### src/rtl/fetch_pkg.sv
// fetch_pkg: shared constants, state encoding and FIFO entry type for the fetch stage
package fetch_pkg;
    localparam logic [31:0] NOP_INSN      = 32'h0000_0013;
    localparam logic [6:0]  OPCODE_I_LOAD = 7'b0000011;
    localparam logic [31:0] PC_STEP       = 32'd4;

    typedef enum logic {RUN, LOAD_WB} state_e;

    typedef struct packed {
        logic [31:0] pc;
        logic [31:0] insn;
    } entry_t;
endpackage

### src/rtl/fetch_fifo.sv
// fetch_fifo: power-of-two instruction buffer holding {pc, insn} pairs, with flush
module fetch_fifo
    import fetch_pkg::*;
#(
    parameter int DEPTH = 2,
    localparam int AW = $clog2(DEPTH),
    localparam int CW = AW + 1
) (
    input  logic          clk,
    input  logic          rst,
    input  logic          push_i,
    input  logic          pop_i,
    input  logic          flush_i,
    input  entry_t        data_i,
    output entry_t        data_o,
    output logic          full_o,
    output logic          empty_o,
    output logic [CW-1:0] count_o
);
    entry_t        mem_q [DEPTH];
    logic [AW-1:0] wr_ptr_q, rd_ptr_q;
    logic [CW-1:0] count_q;
    logic          do_pop;

    assign empty_o = count_q == '0;
    assign full_o  = count_q == CW'(DEPTH);
    assign count_o = count_q;
    assign data_o  = mem_q[rd_ptr_q];
    assign do_pop  = pop_i & ~empty_o;

    // pointer and occupancy bookkeeping; pointers wrap naturally at DEPTH
    always_ff @(posedge clk or negedge rst) begin
        if (!rst) begin
            wr_ptr_q <= '0;
            rd_ptr_q <= '0;
            count_q  <= '0;
        end else if (flush_i) begin
            wr_ptr_q <= '0;
            rd_ptr_q <= '0;
            count_q  <= '0;
        end else begin
            wr_ptr_q <= wr_ptr_q + AW'(push_i);
            rd_ptr_q <= rd_ptr_q + AW'(do_pop);
            count_q  <= count_q + CW'(push_i) - CW'(do_pop);
        end
    end

    // entry storage; a flushed push is discarded
    always_ff @(posedge clk) begin
        if (push_i && !flush_i) mem_q[wr_ptr_q] <= data_i;
    end
endmodule

### src/rtl/fetch_stage.sv
// fetch_stage: in-order instruction fetch with redirect flush and load write-back slot
module fetch_stage
    import fetch_pkg::*;
#(
    parameter logic [31:0] RESET_PC   = 32'h0000_0000,
    parameter int          FIFO_DEPTH = 2
) (
    input  logic        clk,
    input  logic        rst,
    output logic        imem_req_valid,
    output logic [31:0] imem_req_addr,
    input  logic        imem_req_ready,
    input  logic        imem_rsp_valid,
    input  logic [31:0] imem_rsp_data,
    input  logic        redirect_valid,
    input  logic [31:0] redirect_pc,
    input  logic        hold,
    output logic [31:0] instruction,
    output logic [31:0] pc,
    output logic        insn_valid,
    output logic        delayed_load,
    output logic [4:0]  delayed_rd
);
    localparam int CW = $clog2(FIFO_DEPTH) + 1;

    state_e        state_q, state_d;
    logic [31:0]   fetch_pc_q, fetch_pc_d, rsp_pc_q, rsp_pc_d, last_pc_q;
    logic [CW-1:0] outst_q, outst_d, drop_q, drop_d, count;
    logic [4:0]    rd_q, rd_d;
    logic [CW:0]   credit;
    logic          req_fire, push, pop, fifo_empty, fifo_full, is_load;
    entry_t        head, rsp_entry;

    fetch_fifo #(.DEPTH(FIFO_DEPTH)) u_fifo (
        .clk     (clk),
        .rst     (rst),
        .push_i  (push),
        .pop_i   (pop),
        .flush_i (redirect_valid),
        .data_i  (rsp_entry),
        .data_o  (head),
        .full_o  (fifo_full),
        .empty_o (fifo_empty),
        .count_o (count)
    );

    // buffered plus in-flight words may never exceed the buffer, so responses always fit
    assign credit         = {1'b0, count} + {1'b0, outst_q};
    assign imem_req_valid = (credit < (CW+1)'(FIFO_DEPTH)) & ~redirect_valid & rst;
    assign imem_req_addr  = fetch_pc_q;
    assign rsp_entry      = '{pc: rsp_pc_q, insn: imem_rsp_data};

    // presentation, consume, drop accounting and next-state selection
    always_comb begin
        req_fire     = imem_req_valid & imem_req_ready;
        insn_valid   = (state_q == RUN) & ~fifo_empty;
        instruction  = insn_valid ? head.insn : NOP_INSN;
        pc           = insn_valid ? head.pc : last_pc_q;
        delayed_load = state_q == LOAD_WB;
        delayed_rd   = rd_q;
        pop          = insn_valid & ~hold;
        is_load      = pop & (head.insn[6:0] == OPCODE_I_LOAD);
        push         = imem_rsp_valid & (drop_q == '0) & ~redirect_valid & (~fifo_full | pop);
        outst_d      = outst_q + CW'(req_fire) - CW'(imem_rsp_valid);
        drop_d       = redirect_valid ? outst_q - CW'(imem_rsp_valid)
                                      : drop_q - CW'(imem_rsp_valid && drop_q != '0);
        fetch_pc_d   = redirect_valid ? {redirect_pc[31:2], 2'b00}
                                      : req_fire ? fetch_pc_q + PC_STEP : fetch_pc_q;
        rsp_pc_d     = redirect_valid ? {redirect_pc[31:2], 2'b00}
                                      : push ? rsp_pc_q + PC_STEP : rsp_pc_q;
        rd_d         = is_load ? head.insn[11:7] : rd_q;
        state_d      = (is_load && !redirect_valid) ? LOAD_WB : RUN;
    end

    // state registers
    always_ff @(posedge clk or negedge rst) begin
        if (!rst) begin
            state_q    <= RUN;
            fetch_pc_q <= RESET_PC;
            rsp_pc_q   <= RESET_PC;
            last_pc_q  <= RESET_PC;
            outst_q    <= '0;
            drop_q     <= '0;
            rd_q       <= '0;
        end else begin
            state_q    <= state_d;
            fetch_pc_q <= fetch_pc_d;
            rsp_pc_q   <= rsp_pc_d;
            last_pc_q  <= pc;
            outst_q    <= outst_d;
            drop_q     <= drop_d;
            rd_q       <= rd_d;
        end
    end
endmodule

### config.mk
export PLATFORM = sky130hd
export DESIGN_NAME = fetch_stage
export DESIGN_NICKNAME = d
export VERILOG_FILES = /design/src/rtl/fetch_pkg.sv /design/src/rtl/fetch_fifo.sv /design/src/rtl/fetch_stage.sv
export SDC_FILE = /design/constraint.sdc
export NUM_CORES = 1
export LEC_CHECK = 0
export ABC_CLOCK_PERIOD_IN_PS = 7480
export BUFFER_PORTS_ARGS = -buffer_cell sky130_fd_sc_hd__buf_2
export CAP_MARGIN = 20
export CORE_UTILIZATION = 55
export DETAILED_ROUTE_END_ITERATION = 8
export GPL_TIMING_DRIVEN = 0
export PLACE_DENSITY = 0.88
export REMOVE_ABC_BUFFERS = 1
export SYNTH_ARGS = -nofsm -noshare
export SYNTH_HDL_FRONTEND = slang
export SYNTH_SLANG_ARGS = --single-unit
### constraint.sdc
create_clock -name clk -period 7.48 [get_ports clk]
set_input_delay 1.122 -clock clk [delete_from_list [all_inputs] [get_ports clk]]
set_output_delay 1.122 -clock clk [all_outputs]
set_load 0.01 [all_outputs]
==> summary.txt <==
CTS
  • Post-CTS Resized: 0
  • Sink Count: 230
  • Clk buf depth: 3
  • CTS buffer count: 23
  • CTS tree: yes
  • Worst-Skew Late Latency: 0.50 ns
  • CTS clk-pin slew, worst paths: 0.06 ns
  • Root Driver: clkbuf_16
  • # hold bufs at CTS: 0
  • Number of H-tree levels: 1
  • Postcts setup bufs: 0

Synthesis
  • Synthesized area: 9770 sq um
  • Synth top area share: 0.381
  • FF+latch count, synth: 230
  • EDFF count, synth: 124
  • Top post-synthesis cells by area: edfxtp_1 38%, dfrtp_1 27%, mux2i_1 6.5%, nand2_1 3.3%, o21ai_0 3.3%
  • Synth Instances: 774
  • Sequential-to-total area share from yosys stat: 0.653
  • Asr flop ratio synth: 0.461
  • Post-synth top flop: edfxtp_1
  • Ys Warns: 0
  • Netlist cell types: 55
  • Syn Area/Cell: 12.6 sq um
  • Yosys top cell by area: edfxtp_1

Route
  • Avg WL per Cell: 17.7 microns
  • DRT Wirelength: 20,900 microns
  • Antenna viol nets, final: 0
  • Vias: 6,751
  • Avg Vias per Cell: 5.73
  • First DRT Iteration DRCs: 650
  • First-pass DRT Iterations: 5
  • Drc violations: 0

Die
  • Initial core utilization: 0.565
  • Number of top-level pins: 174
  • Die area: 18,300 sq um
  • FP Rows: 48
  • Core area: 17,300 sq um
  • DIE WIDTH: 135 microns
  • Die height: 135 microns

Pwr
  • Maximum vdd drop: 0.170 mV
  • Pwr Density: 340 nW/um^2
  • Leak: 4.65 nW

STA
  • Max Clk Rate: 0.260 GHz
  • Clk_skew: 0.00650 ns
  • Hold Vio Cnt, Final: 0
  • Setup_tns: 0 ns
  • Min Hold Slack: 0.481 ns
  • Worst slew margin: 0.282
  • Slew Limit Fails: 0
  • RSZ-0062 raised after global routing: false
  • Final period utilization: 0.515
  • Final setup violation count: 0
  • Post-layout min period: 3.85 ns
  • Worst slew pin tran: 1.08 ns

Cells and area
  • Synthesis-to-finish area growth: 19.2%
  • Ratio of cells with drive above 1 in the final layout: 0.246
  • Antenna cells: 0
  • Final Instance Area: 11,600 sq um
  • Fin nets: 1,017
  • Final core utilization: 0.673
  • Non-filler cells, final: 1,178
  • Fill cells: 1,242

Global routing
  • Grt total ovfl: 0
  • Global-route wire length before repair: 33,000 microns
  • Largest net degree at the start of global routing: 83
  • Initial antenna violation count: 0
  • Gr usage total: 0.229
  • Vias in the first global route: 6,564

Critical path
  • CP Capture Type: flip-flop
  • Crit path buf inv count: 4
  • Worst EP required: 7.90 ns
  • Slowest stage cell, crit path: and2_1
  • Critical path fanouts, max: 82
  • Crit path DAT: 4.27 ns
  • Crit-path leading delay family: buffers and inverters
  • Critical Path, Cell by Cell: buf_6 -> buf_16 -> nor4b_4 -> and2_1 -> inv_1 -> ha_1 -> inv_1 -> ha_1 -> xnor2_1 -> xnor2_1
  • Worst setup SP type: input port
  • Crit Path Class: input port to flip-flop
  • Worst path max stage delay: 0.61 ns

Placement
  • # placed instances: 1,138
  • Port Buffer Count: 169
  • Dpl hpwl: 13,900 microns
  • Dpl cell area: 10,900 sq um
  • Placer Congestion: 0.841

Run status
  • Status: finished clean

Worst hold path
  • Tightest Hold Check Type: flip-flop to flip-flop

Run
  • Max Cap Viol: 0
-- synth_stat cells (all sizes together), types with 2 or more instances --
master	n
clkbuf	26
o21a	2
a31oi	5
nor4	10
nor2	58
ha	8
a41oi	2
a21o	2
nand4	19
nor3	11
inv	16
xor2	12
and4	3
dfrtp	106
xnor2	26
a31o	2
o311ai	15
mux2i	63
mux2	5
a21oi	8
nor4b	4
o221a	2
buf	16
o211ai	11
and3	12
nand2b	4
or4	2
nand3	29
and2	6
nand2	87
edfxtp	124
o21ai	66
-- worst reg2reg max path: stages (launching register included) --
cell	delay, ns
dfrtp_1	0.41
inv_1	0.10
nor2_1	0.17
fa_1	0.48
nor4b_4	0.35
and2_1	0.61
inv_1	0.52
ha_1	0.43
inv_1	0.04
ha_1	0.17
xnor2_1	0.18
xnor2_1	0.14
-- metal layers --
metal,wire length [microns],vias up,global-route usage
met5,0,-,0
li1,-,3153,-
met3,1320,40,0.0247
met1,8790,3273,0.311
met2,10300,285,0.386
met4,443,0,0.0749
-- kinds of logic after synthesis --
logic type | share of synthesized area
other cells | 0.000384
flops | 0.653
simple gates | 0.128
buf+inv | 0.0255
xor+xnor | 0.0341
fa+ha+maj | 0.0123
mux | 0.0703
compound gates | 0.0770
-- cell usage in the layout (no fill, tap or decap), types with 10 or more instances in the layout --
cell	n
mux2i_1	63
o311ai_0	11
inv_1	16
edfxtp_1	124
nor2_1	58
nand2_1	86
clkbuf_16	23
o21ai_0	64
o211ai_1	11
xor2_1	12
dfrtp_1	105
nor3_1	10
xnor2_1	26
buf_2	169
nand3_1	29
and3_1	10
nand4_1	18
-- metrics by stage --
stage | setup WS [ns] | power [mW]
6_report | 3.63 | 3.96
5_1_grt | 3.42 | 4.18
4_1_cts | 3.63 | 4.00
3_5_place_dp | 3.13 | 2.86
3_3_place_gp | -1.65 | 2.82
2_1_floorplan | 1.01 | 2.37
-- final timing paths --
check	end	slack, ns	depth (start not counted)	from
worst min-delay path	last_pc_q[0]$_DFF_PN0_	0.48	1	last_pc_q[0]$_DFF_PN0_
worst max register to register	outst_q[1]$_DFF_PN0_	3.80	11	u_fifo.count_o[0]$_DFF_PN0_
worst min register to register	last_pc_q[0]$_DFF_PN0_	0.48	1	last_pc_q[0]$_DFF_PN0_
max in group asynchronous	imem_req_addr[8]$_DFFE_PN0P_	6.29	2	rst
worst max-delay path	outst_q[1]$_DFF_PN0_	3.63	10	rst
min in group asynchronous	last_pc_q[16]$_DFF_PN0_	0.50	1	rst
-- layout make-up --
type	count	area [sq um]	share of cell area
Clock buffer	30	612	0.0526
Sequential cell	230	6380	0.548
Tap cell	225	282	0.0242
Clock inverter	10	125	0.0107
Timing Repair Buffer	180	1020	0.0873
Inverter	16	60.1	0.00516
Multi-Input combinational cell	487	3170	0.272
-- state kept, by name, indices dropped and copies added (netlist names), 2 cells and up --
register / flops
delayed_rd: 5
drop_q: 2
imem_req_addr: 30
last_pc_q: 32
outst_q: 2
rsp_pc_q: 30
u_fifo.count_o: 2
u_fifo.mem_q: 124
-- report_power, final --
| part | leakage (nW) | internal (mW) | switching, mW |
|---|---|---|---|
| combinational | 1.87 | 0.460 | 0.684 |
| clock | 0.359 | 0.678 | 0.452 |
| sequential | 2.42 | 1.54 | 0.146 |
| total | 4.65 | 2.68 | 1.28 |
No activity file was read; power rests on OpenSTA's default activity.
